`src/rtl/nodf_module_status_monitor.sv`:
```
// nodf_module_status_monitor: block-level handshake status tracker for one non-dataflow HLS module
//   Tracks the module's phase, ready cycles, completed transactions, last start-to-done latency and
//   cycles stalled waiting for ap_continue. Everything is frozen once finish is sampled high.
//   Optional min/max latency outputs exist only when NODF_STATUS_MINMAX_EN is defined.
// Ports:
//   clock, reset        rising-edge clock, synchronous active-high reset
//   ap_start, ap_ready  monitored module start / ready
//   ap_done             monitored module done
//   ap_continue         downstream continue
//   finish              end of run, freezes all outputs until reset
//   state               0 IDLE, 1 ACTIVE, 2 WAIT_CONT, 3 FROZEN
//   ready_count         cycles with ap_ready high (saturating)
//   done_count          completed transactions (saturating)
//   last_latency        start-to-done cycles of the latest transaction
//   stall_cycles        cycles spent in WAIT_CONT (saturating)
//   frozen              high once finish has been sampled
//   min_latency         smallest latency seen (NODF_STATUS_MINMAX_EN only)
//   max_latency         largest latency seen (NODF_STATUS_MINMAX_EN only)
module nodf_module_status_monitor #(
    parameter int CNT_W = 32
) (
    input  logic             clock,
    input  logic             reset,
    input  logic             ap_start,
    input  logic             ap_ready,
    input  logic             ap_done,
    input  logic             ap_continue,
    input  logic             finish,
    output logic [1:0]       state,
    output logic [CNT_W-1:0] ready_count,
    output logic [CNT_W-1:0] done_count,
    output logic [CNT_W-1:0] last_latency,
    output logic [CNT_W-1:0] stall_cycles,
`ifdef NODF_STATUS_MINMAX_EN
    output logic [CNT_W-1:0] min_latency,
    output logic [CNT_W-1:0] max_latency,
`endif
    output logic             frozen
);
    typedef enum logic [1:0] {IDLE, ACTIVE, WAIT_CONT, FROZEN} state_t;
    localparam logic [CNT_W-1:0] ONE = CNT_W'(1);
    state_t st, st_nx;
    logic [CNT_W-1:0] lat_cnt, lat_nx, rc_nx, dc_nx, ll_nx, sc_nx;
    logic fr_nx, lat_upd;
    function automatic logic [CNT_W-1:0] sat_inc(input logic [CNT_W-1:0] v);
        return (v == '1) ? v : v + ONE;
    endfunction
    always_comb begin
        st_nx   = st;
        lat_nx  = lat_cnt;
        rc_nx   = ready_count;
        dc_nx   = done_count;
        ll_nx   = last_latency;
        sc_nx   = stall_cycles;
        fr_nx   = frozen;
        lat_upd = 1'b0;
        // finish wins over every same-cycle update; FROZEN only leaves via reset
        if (st != FROZEN) begin
            if (finish) begin
                st_nx = FROZEN;
                fr_nx = 1'b1;
            end else begin
                rc_nx = ap_ready ? sat_inc(ready_count) : ready_count;
                case (st)
                    IDLE: begin
                        // start tied low: completions are still counted, latency unknown
                        dc_nx  = (ap_done && ap_continue) ? sat_inc(done_count) : done_count;
                        st_nx  = ap_start ? ACTIVE : IDLE;
                        lat_nx = ap_start ? ONE : lat_cnt;
                    end
                    ACTIVE: begin
                        if (!ap_done) begin
                            lat_nx = sat_inc(lat_cnt);
                        end else begin
                            ll_nx   = lat_cnt;
                            lat_upd = 1'b1;
                            if (ap_continue) begin
                                dc_nx  = sat_inc(done_count);
                                st_nx  = ap_start ? ACTIVE : IDLE;
                                lat_nx = ap_start ? ONE : lat_cnt;
                            end else begin
                                st_nx = WAIT_CONT;
                            end
                        end
                    end
                    WAIT_CONT: begin
                        // a start seen while stalled is not accepted
                        sc_nx = sat_inc(stall_cycles);
                        dc_nx = ap_continue ? sat_inc(done_count) : done_count;
                        st_nx = ap_continue ? IDLE : WAIT_CONT;
                    end
                    default: ;
                endcase
            end
        end
    end
    always_ff @(posedge clock) begin
        if (reset) begin
            st           <= IDLE;
            lat_cnt      <= '0;
            ready_count  <= '0;
            done_count   <= '0;
            last_latency <= '0;
            stall_cycles <= '0;
            frozen       <= 1'b0;
        end else begin
            st           <= st_nx;
            lat_cnt      <= lat_nx;
            ready_count  <= rc_nx;
            done_count   <= dc_nx;
            last_latency <= ll_nx;
            stall_cycles <= sc_nx;
            frozen       <= fr_nx;
        end
    end
`ifdef NODF_STATUS_MINMAX_EN
    always_ff @(posedge clock) begin
        if (reset) begin
            min_latency <= '1;
            max_latency <= '0;
        end else if (lat_upd) begin
            min_latency <= (lat_cnt < min_latency) ? lat_cnt : min_latency;
            max_latency <= (lat_cnt > max_latency) ? lat_cnt : max_latency;
        end
    end
`endif
    assign state = st;
endmodule

```
`config.mk`:
```
export PLATFORM = sky130hd
export DESIGN_NAME = nodf_module_status_monitor
export DESIGN_NICKNAME = d
export VERILOG_FILES = /design/src/rtl/nodf_module_status_monitor.sv
export SDC_FILE = /design/constraint.sdc
export NUM_CORES = 1
export LEC_CHECK = 0
export BUFFER_PORTS_ARGS = -buffer_cell sky130_fd_sc_hd__clkbuf_2
export CAP_MARGIN = 20
export CORE_ASPECT_RATIO = 1.2
export CORE_UTILIZATION = 50
export CTS_BUF_LIST = sky130_fd_sc_hd__clkbuf_4 sky130_fd_sc_hd__clkbuf_8
export DETAILED_ROUTE_END_ITERATION = 10
export PLACE_DENSITY = 0.72
export SLEW_MARGIN = 20
export SYNTH_ARGS = -nofsm -noshare
export SYNTH_HDL_FRONTEND = slang
export SYNTH_SLANG_ARGS = --single-unit
```
`constraint.sdc`:
```
create_clock -name clock -period 4.91 [get_ports clock]
set_input_delay 0 -clock clock [delete_from_list [all_inputs] [get_ports clock]]
set_output_delay 0 -clock clock [all_outputs]
set_load 0.01 [all_outputs]
```
==> flow_summary.json <==
{
  "numCtsBuffers": 17,
  "synth_edf_count": 0,
  "cp_max_fo": 14,
  "synthCells": 1007,
  "hold_depth": 4,
  "avgSynthCellArea_um2": 8.22,
  "hold_ws_ns": 0.0651,
  "synth_area_um2": 8270,
  "vias_per_cell": 5.90,
  "grt_max_degree": 70,
  "place_congestion": 0.870,
  "powerDensity_nw_per_um2": 271,
  "nFillCells": 1550,
  "hp-class": "primary input to flop",
  "r2r-end": "lat_cnt[6]$_SDFFE_PP0P_",
  "skew_ns": 0.0127,
  "vias": 7887,
  "dieArea_um2": 17100,
  "num_antenna_cells": 0,
  "place_ws_ns": 2.01,
  "worst_path_max_delay_cell": "nor4_2",
  "grt_pass1_wl_mm": 34.0,
  "clk_latency_ns": 0.46,
  "p_total_mw": 2.55,
  "fin_util": 0.581,
  "ys_ff_latch": 163,
  "status": "finished clean",
  "io_buffers": 137,
  "ys.flop_type": "dfxtp_1",
  "min_period_over_period": 0.602,
  "max-cap-violations": 0,
  "io_pins": 138,
  "placementRows": 51,
  "wire_per_inst_um": 15.4,
  "slew_headroom": 0.341,
  "clock.fmax_mhz": 338,
  "met2_usage": 0.400,
  "drtIter0Drc": 490,
  "hold_viol": 0,
  "synth_nets": 1023,
  "grt_use_met1": 0.314,
  "synth_cell_types": 69,
  "grt_overflow": 0,
  "most-common-layout-cells": "163 x dfxtp_1, 136 x clkbuf_2, 125 x nand2_1, 99 x a21oi_1, 77 x nor2_1",
  "min_from": "ap_start",
  "slowest_delay_ns": 0.84,
  "finalSetupTns_ns": 0,
  "final_common_cell": "dfxtp_1",
  "fin_cells": 1337,
  "nets": 1130,
  "place_inst": 1305,
  "antenna_found_initial": 0,
  "grtUsageMet3": 0.0527,
  "dieHeight_um": 143,
  "htreeDepth": 4,
  "min_period_ns": 2.96,
  "start_kind": "flop",
  "worstMarginPinSlew_ns": 0.980,
  "grt_pass1_vias": 6944,
  "cts_setup_buffers": 0,
  "design.core.area_um2": 16200,
  "busiest_layer": "met2",
  "cts_tree": "yes",
  "yosysWarnings": 0,
  "rrSetupSlack_ns": 1.95,
  "drc_errors": 0,
  "initial_core_util": 0.510,
  "leakage_nw": 3.25,
  "holdPathEnd": "lat_cnt[1]$_SDFFE_PP0P_",
  "place.detailed.hpwl_mm": 14.1,
  "irDropWorstVdd_uv": 169,
  "cp.required_ns": 5.28,
  "register_area_um2": 3260,
  "reg2regPathDepth": 6,
  "fp.dieW_um": 119,
  "groute.usage.overall": 0.242,
  "reg2reg_from": "lat_cnt[0]$_SDFFE_PP0P_",
  "rsz0062_at_grt": "false",
  "final_max_slew_viol_count": 0,
  "cts.sinks": 163,
  "cts_root_buffer": "clkbuf_8",
  "worst_slack_ns": 1.95,
  "wirelength_mm": 20.6,
  "clkTransAtPathRegs_ns": 0.09,
  "drive_gt1_frac": 0.195,
  "setup_viol": 0,
  "path_cells": "ha_1, nand3_1, nor4_2, a31o_2, nor2_1, a311oi_1",
  "dpl_cell_area_um2": 9010,
  "ant_nets": 0,
  "async_flop_share": 0,
  "multiInputGateArea_um2": 4660,
  "cp.arrival_ns": 3.32,
  "yosysSeqAreaShare": 0.394,
  "cts_buffer_depth": 2,
  "area_delta_synth_final_pct": 13.8,
  "crit_path_end_kind": "flop",
  "final_area_um2": 9410,
  "path_class": "flop to flop",
  "firstDrtPassIters": 5
}
-- critical path, delay by kind of cell (launching register included) --
kind | cells | cell delay, ns
AOI/OAI and AO/OA | 2 | 0.80
adders and majority gates | 1 | 0.23
DFF | 1 | 0.46
and+or+nand+nor | 3 | 1.35
-- final cells by class --
cell class | instances | share of cell area
clock inverters | 10 | 0.0117
inverters | 24 | 0.00957
multi-input cells | 763 | 0.495
repair buffers | 145 | 0.0800
flip-flops and latches | 163 | 0.347
clock buffers | 20 | 0.0286
well taps | 212 | 0.0282
-- worst max-delay path by stage --
stage                             from                           end  slack, ns  cells past startpoint
2_1_floorplan    state[0]$_SDFFE_PP0P_  ready_count[27]$_SDFFE_PP0P_       2.80                      6
3_3_place_gp     state[0]$_SDFFE_PP0P_      lat_cnt[24]$_SDFFE_PP0P_       2.07                      7
3_5_place_dp     state[0]$_SDFFE_PP0P_       lat_cnt[6]$_SDFFE_PP0P_       2.01                      7
4_1_cts        lat_cnt[0]$_SDFFE_PP0P_      lat_cnt[23]$_SDFFE_PP0P_       2.00                      6
5_1_grt        lat_cnt[0]$_SDFFE_PP0P_       lat_cnt[6]$_SDFFE_PP0P_       1.71                      6
6_report       lat_cnt[0]$_SDFFE_PP0P_       lat_cnt[6]$_SDFFE_PP0P_       1.95                      6
-- synth_stat cells (9+ instances only) --
cell type	count	area [µm²]
nor4_1	11	68.8
a311oi_1	19	166
nand4_1	36	225
inv_1	24	90.1
or3_1	38	238
ha_1	9	113
dfxtp_1	163	3260
a21oi_1	99	495
o31ai_1	26	195
or4_1	24	180
nand2_1	125	469
nand3_1	47	235
clkbuf_1	41	154
nor2_1	78	293
a31oi_1	22	138
o21ai_0	40	200
nor2b_1	18	113
nor3_1	15	75.1
xnor2_1	15	131
and3_1	10	62.6
and4_1	18	158
-- routing by layer --
| metal | wire length (µm) | share of wire |
|---|---|---|
| met5 | 0 | 0 |
| met4 | 291 | 0.014 |
| met3 | 1010 | 0.049 |
| met2 | 9830 | 0.48 |
| met1 | 9450 | 0.46 |
-- repair_timing --
action / CTS / global route
endpoints found under the hold margin: 2 / 0
hold buffers: 2 / 0
resized for setup: 0 / 0
-- flip-flops by register name (all words and copies together) (netlist names) --
name          flops
stall_cycles     32
state             2
ready_count      32
frozen            1
last_latency     32
lat_cnt          32
done_count       32
-- report_power, final --
group          leakage, nW  switching, mW  total (mW)  internal (mW)
sequential            1.31         0.0223        1.36           1.34
combinational         1.75          0.155       0.222         0.0669
clock                0.186          0.496       0.970          0.474
-- kinds of logic (layout without fill, tap and decap cells) --
family | Yosys count | after routing | share of synthesized area
simple gates | 466 | 466 | 0.310
compound gates | 253 | 253 | 0.196
flops | 163 | 163 | 0.394
buf+inv | 81 | 199 | 0.0423
mux | 18 | 18 | 0.0257
xor+xnor | 17 | 17 | 0.0180
fa+ha+maj | 9 | 9 | 0.0136
(Power assumes the default switching activity.)
